`src/rtl/seg_scan_sched_pkg.sv`:
```
`default_nettype none
//==============================================================================
// Module      : seg_pkg
// Description : Shared types and helpers for the 8-digit 7-segment scan
//               scheduler: digit record, scan FSM states and the wrap-around
//               next-enabled-digit search.
// Revision    : 1.0 - initial release
//==============================================================================
package seg_pkg;

    localparam int N_DIG = 8;

    // One display digit as stored in the register file and sent to the decoder
    typedef struct packed {
        logic       dot;
        logic [3:0] val;
    } digit_t;

    typedef enum logic [0:0] {
        BLANK = 1'b0,
        SHOW  = 1'b1
    } scan_state_e;

    // Next set bit of mask strictly above cur, wrapping 7 -> 0.
    // Returns cur when cur is the only set bit or when mask is empty.
    function automatic logic [2:0] next_enabled(input logic [7:0] mask,
                                                 input logic [2:0] cur);
        logic [2:0] res;
        logic [2:0] cand;
        logic       found;
        res   = cur;
        found = 1'b0;
        for (int i = 1; i <= 8; i++) begin
            cand = cur + 3'(i);
            if (!found && mask[cand]) begin
                res   = cand;
                found = 1'b1;
            end
        end
        return res;
    endfunction

endpackage
`default_nettype wire

```
`src/rtl/seg_scan_sched_rr_arb2.sv`:
```
`default_nettype none
//==============================================================================
// Module      : rr_arb2
// Description : Two-way round-robin arbiter. Grant is combinational from the
//               requests; on a tie the requester that was not granted last
//               wins. last_grant updates on every grant.
// Revision    : 1.0 - initial release
//==============================================================================
module rr_arb2 (
    input  logic       clk,
    input  logic       rst_n,
    input  logic [1:0] req,
    output logic [1:0] gnt
);

    // 0 = requester 0 (A) was granted last, 1 = requester 1 (B)
    logic       r_last;
    logic [1:0] w_gnt;

    // Pick a single winner; a tie goes to whoever did not win last time
    always_comb begin
        w_gnt = 2'b00;
        if (req == 2'b11) begin
            w_gnt = r_last ? 2'b01 : 2'b10;
        end else begin
            w_gnt = req;
        end
    end

    assign gnt = w_gnt;

    // Remember the most recent winner for the next tie-break
    always_ff @(posedge clk or negedge rst_n) begin
        if (!rst_n) begin
            r_last <= 1'b1;
        end else if (w_gnt[0]) begin
            r_last <= 1'b0;
        end else if (w_gnt[1]) begin
            r_last <= 1'b1;
        end
    end

endmodule
`default_nettype wire

```
`src/rtl/seg_scan_sched.sv`:
```
`default_nettype none
//==============================================================================
// Module      : seg_scan_sched
// Description : Time-multiplexed scan scheduler for an 8-digit 7-segment
//               display. Holds the digit register file (write port shared by
//               two requesters via round-robin), and sequences chip-select and
//               digit code with a blank interval at the start of every slot.
//               Outputs update on the clock edge that closes the counter==0
//               and counter==BLANK_CYC cycles.
// Revision    : 1.0 - initial release
//==============================================================================
module seg_scan_sched #(
    parameter int F_CLK     = 50000000,
    parameter int F_SCAN    = 1000,
    parameter int BLANK_CYC = 500,
    parameter int N_DIG     = 8
) (
    input  logic       clk,
    input  logic       rst_n,
    input  logic       a_req,
    input  logic [2:0] a_idx,
    input  logic [4:0] a_data,
    output logic       a_gnt,
    input  logic       b_req,
    input  logic [2:0] b_idx,
    input  logic [4:0] b_data,
    output logic       b_gnt,
    input  logic       mode,
    input  logic [2:0] sel_idx,
    input  logic [7:0] en_mask,
    output logic [7:0] cs,
    output logic [4:0] seg_code,
    output logic       frame_done
);

    import seg_pkg::*;

    localparam int              c_DIV       = F_CLK / F_SCAN;
    localparam int              c_CW        = (c_DIV > 1) ? $clog2(c_DIV) : 1;
    localparam logic [c_CW-1:0] c_CNT_MAX   = c_CW'(c_DIV - 1);
    localparam logic [c_CW-1:0] c_CNT_BLANK = c_CW'(BLANK_CYC);

    logic [1:0]      w_gnt;
    logic [2:0]      w_next_ptr;

    digit_t          r_regfile [N_DIG];
    logic [c_CW-1:0] r_cnt;
    logic [2:0]      r_ptr;
    scan_state_e     r_state;
    logic [7:0]      r_cs;
    digit_t          r_seg;
    logic            r_fd;
    // Set until the first pointer load after reset, so scanning starts at the
    // lowest enabled digit rather than stepping past digit 0.
    logic            r_first;

    rr_arb2 u_arb (
        .clk   (clk),
        .rst_n (rst_n),
        .req   ({b_req, a_req}),
        .gnt   (w_gnt)
    );

    assign a_gnt      = w_gnt[0];
    assign b_gnt      = w_gnt[1];
    assign cs         = r_cs;
    assign seg_code   = r_seg;
    assign frame_done = r_fd;

    // Searching from 7 makes the first pick the lowest enabled digit
    assign w_next_ptr = next_enabled(en_mask, r_first ? 3'd7 : r_ptr);

    // Register file: cleared by reset, written by the granted requester
    always_ff @(posedge clk or negedge rst_n) begin
        if (!rst_n) begin
            for (int i = 0; i < N_DIG; i++) begin
                r_regfile[i] <= '0;
            end
        end else if (w_gnt[0]) begin
            r_regfile[a_idx] <= digit_t'(a_data);
        end else if (w_gnt[1]) begin
            r_regfile[b_idx] <= digit_t'(b_data);
        end
    end

    // Slot counter, scan FSM, digit pointer and registered display outputs
    always_ff @(posedge clk or negedge rst_n) begin
        if (!rst_n) begin
            r_cnt   <= '0;
            r_ptr   <= 3'd0;
            r_state <= BLANK;
            r_cs    <= 8'hFF;
            r_seg   <= '0;
            r_fd    <= 1'b0;
            r_first <= 1'b1;
        end else begin
            r_fd  <= 1'b0;
            r_cnt <= (r_cnt == c_CNT_MAX) ? '0 : r_cnt + 1'b1;

            if (r_cnt == '0) begin
                // Slot start: blank the display and pick the next digit
                r_state <= BLANK;
                r_cs    <= 8'hFF;
                if (!mode) begin
                    r_ptr   <= sel_idx;
                    r_first <= 1'b0;
                end else if (en_mask != 8'h00) begin
                    r_ptr   <= w_next_ptr;
                    r_first <= 1'b0;
                    r_fd    <= !r_first && (w_next_ptr <= r_ptr);
                end
            end else if (r_cnt == c_CNT_BLANK) begin
                // End of blank: light the digit only if it is enabled
                if (r_state == BLANK && en_mask[r_ptr]) begin
                    r_state <= SHOW;
                    r_cs    <= ~(8'b1 << r_ptr);
                    r_seg   <= r_regfile[r_ptr];
                end
            end
        end
    end

endmodule
`default_nettype wire
```
`config.mk`:
```
export PLATFORM = sky130hd
export DESIGN_NAME = seg_scan_sched
export DESIGN_NICKNAME = d
export VERILOG_FILES = /design/src/rtl/seg_scan_sched_pkg.sv /design/src/rtl/seg_scan_sched_rr_arb2.sv /design/src/rtl/seg_scan_sched.sv
export SDC_FILE = /design/constraint.sdc
export NUM_CORES = 1
export LEC_CHECK = 0
export CORE_MARGIN = 10
export CORE_UTILIZATION = 30
export CTS_CLUSTER_DIAMETER = 120
export DETAILED_ROUTE_END_ITERATION = 10
export PLACE_DENSITY = 0.57
export SETUP_SLACK_MARGIN = 0.2
export SLEW_MARGIN = 40
export SYNTH_ARGS = -nofsm -noshare
export SYNTH_HDL_FRONTEND = slang
export SYNTH_SLANG_ARGS = --single-unit
```
`constraint.sdc`:
```
create_clock -name clk -period 8.1 [get_ports clk]
set_input_delay 1.62 -clock clk [delete_from_list [all_inputs] [get_ports clk]]
set_output_delay 1.62 -clock clk [all_outputs]
set_load 0.05 [all_outputs]
```
==> results.yml <==
critical_path:
  rrSetupSlack_ps: 3740
  worstRegToRegCells: 17
  cp_cell_sequence: "clkdlybuf4s50_1 -> inv_1 -> o21ai_0 -> buf_4 -> inv_1 -> clkdlybuf4s50_1"
  crit_fanout: 14
  worstSetupEndpointType: "output pin"
  critPathMaxStageDelay_ps: 830
  start_kind: "primary input"
  critPathRequiredTime_ps: 6480
  slowest_stage: "clkdlybuf4s50_1"
  critical_path_class: "in2out"
  r2r-start: "r_ptr[0]"
  reg2reg_to: "frame_done"
  crit_arrival_ps: 3360
final_layout:
  areaGrowthSynthToFinish_pct: 19.9
  fill_cells: 1663
  register_area_sq_mm: 0.00191
  multi_input_area_sq_mm: 0.00289
  nets: 592
  final_cell_mix: "dfrtp_1, nand2_1, clkdlybuf4s50_1"
  diodes: 0
  final_layout_size_suffix_gt1_share_pct: 12.3
  layout_commonest_cell: "dfrtp_1"
hold_path:
  min_path_type: "reg2reg"
  hold_path_end: "r_regfile[24]"
  hold_depth: 2
  min_from: "r_regfile[24]"
run_status:
  status: "completed"
synth:
  synth_area_leader_cell: "dfrtp_1"
  synth_area_sq_mm: 0.00499
  synth_edf_count: 0
  syn-num-nets: 556
  synth.yosys.seq_area_share_pct: 38.4
  synthTopCellsByArea: "dfrtp_1, mux4_2, o221ai_1, dfstp_2, o21a_1"
  yosys.area.top_type_share_pct: 33.1
  avgSynthCellArea_sq_um: 9.63
  synthCells: 518
  synthDistinctLibCells: 78
  synthFlopType: "dfrtp_1"
  ys_warn_count: 0
  async_flop_share_pct: 100
  ys_ff_latch: 76
die:
  die-area_sq_mm: 0.0222
  core_area_sq_mm: 0.0165
  ios: 48
  die_w_um: 149
  start_util_pct: 30.3
  num_rows: 47
  die_h_um: 149
detailed_routing:
  vias: 4379
  drc_errors: 0
  wl_per_cell_um: 18.4
  drt_iter0_drc: 471
  drt-vias-per-instance: 5.62
  first_pass_iters: 5
  wl_um: 14400
  ant_nets: 0
clocking:
  cts_tree: "done"
  cts_buffer_depth: 2
  cts.sinks: 76
  postCtsSetupRepairBufs: 0
  clk_pin_slew_worst_paths_ps: 60
  insertion_delay_ps: 340
  root_buffer: "clkbuf_16"
  cts_buffers: 9
  cts_hold_buffers: 0
  htreeDepth: 3
  postCtsResizedCells: 0
sta:
  setup_tns_ps: 0
  min_period_over_period_pct: 61.4
  rsz0062_at_grt: "no"
  setup_slack_ps: 3120
  worstMarginPinSlew_ps: 799
  setup_viol: 0
  timing.slew.headroom_pct: 46.7
  fmax_ghz: 0.201
  slew_violations: 0
  skew_ps: 8.14
  hold_viol_final: 0
  finalCriticalPeriod_ps: 4980
placed_design:
  place_ws_ps: 3060
  hpwlAfterDp_um: 10400
  portBuffers: 47
  gp_congestion: 0.840
global_routing:
  grt_use_total_pct: 13.1
  grt_start_max_net_pins: 77
  grt_pass1_wl_um: 23600
  antenna_found_initial: 0
  grt_pass1_vias: 4483
  grt_overflow: 0
power:
  power.internal_mw: 0.855
  swShare_pct: 30.0
  power_frac_seq_pct: 37.5
  p_comb_share_pct: 25.9
  ir_worst_vdd_mv: 0.110
  clockPowerShare_pct: 36.6
  switchingPower_mw: 0.367
  pwr_density_cell_mw_per_mm2: 204
  p_leak_nw: 2.29
run:
  drv_cap: 0
==> cells by family after synthesis <==
kind of cell | synth area share (%)
XOR/XNOR | 2.63
AND/OR/NAND/NOR | 17.7
flip-flops | 38.4
adder cells (fa/ha/maj) | 1.50
multiplexers | 10.1
AO/OA/AOI/OAI | 25.7
buffers and inverters | 3.99
==> power groups by stage <==
stage,Clock [mW],Sequential (mW),Combinational [mW]
2_1_floorplan,0,0.456,0.227
3_3_place_gp,0,0.461,0.308
3_5_place_dp,0,0.464,0.318
4_1_cts,0.458,0.457,0.319
5_1_grt,0.474,0.463,0.352
6_report,0.447,0.458,0.317
==> layout make-up <==
| class | instances | share of cell area [%] |
|---|---|---|
| clock inverters | 6 | 1.61 |
| well taps | 220 | 4.60 |
| inverters | 18 | 1.17 |
| repair buffers | 51 | 8.39 |
| multi-input cells | 398 | 48.2 |
| flip-flops and latches | 76 | 32.0 |
| clock buffers | 10 | 3.99 |
==> Yosys cell counts (12+ instances only) <==
| master | count |
|---|---|
| a31oi_1 | 12 |
| clkbuf_1 | 15 |
| dfrtp_1 | 66 |
| inv_1 | 15 |
| mux4_2 | 15 |
| nand2_1 | 64 |
| nor2_1 | 38 |
| nor3_1 | 14 |
| o21a_1 | 33 |
| o21ai_0 | 22 |
| o221ai_1 | 31 |
| o22a_1 | 12 |
==> layer usage <==
metal  routed length [um]  vias up  GRT usage, %
met1                 6480     2182          16.8
li1                     -     2071             -
met2                 6960      110          21.5
met5                    0        -             0
met4                  242        0          3.53
met3                  665       16          2.97
==> worst max path at each step <==
stage          slack [ps]         end        from
2_1_floorplan        3950  frame_done  en_mask[2]
3_3_place_gp         3150       a_gnt       b_req
3_5_place_dp         3060  frame_done  en_mask[0]
4_1_cts              3120       a_gnt       b_req
5_1_grt              3010       a_gnt       b_req
6_report             3120       a_gnt       b_req
==> flip-flops by register name (all words and copies together) (netlist names) <==
register,cells
r_first,1
frame_done,1
r_cnt,16
u_arb.r_last,1
seg_code,5
r_regfile,40
r_ptr,3
cs,8
r_state,1
==> through the flow <==
stage / util (%) / hold WS [ps] / std cells / instance area (sq um) / power, mW
finish: 36.3 / 482 / 779 / 5980 / 1.22
global route: 36.3 / 497 / 779 / 5980 / 1.29
CTS: 36.3 / 481 / 779 / 5980 / 1.23
detailed placement: 34.3 / 467 / 763 / 5650 / 0.781
global placement: 34.2 / 462 / 763 / 5640 / 0.770
floorplan: - / 445 / 518 / 4990 / 0.683
==> worst max-delay path: cells and delay by family <==
family,cells,cell delay [ps]
buffers and inverters,5,1660
AOI/OAI and AO/OA,1,80
(Power assumes the default switching activity.)
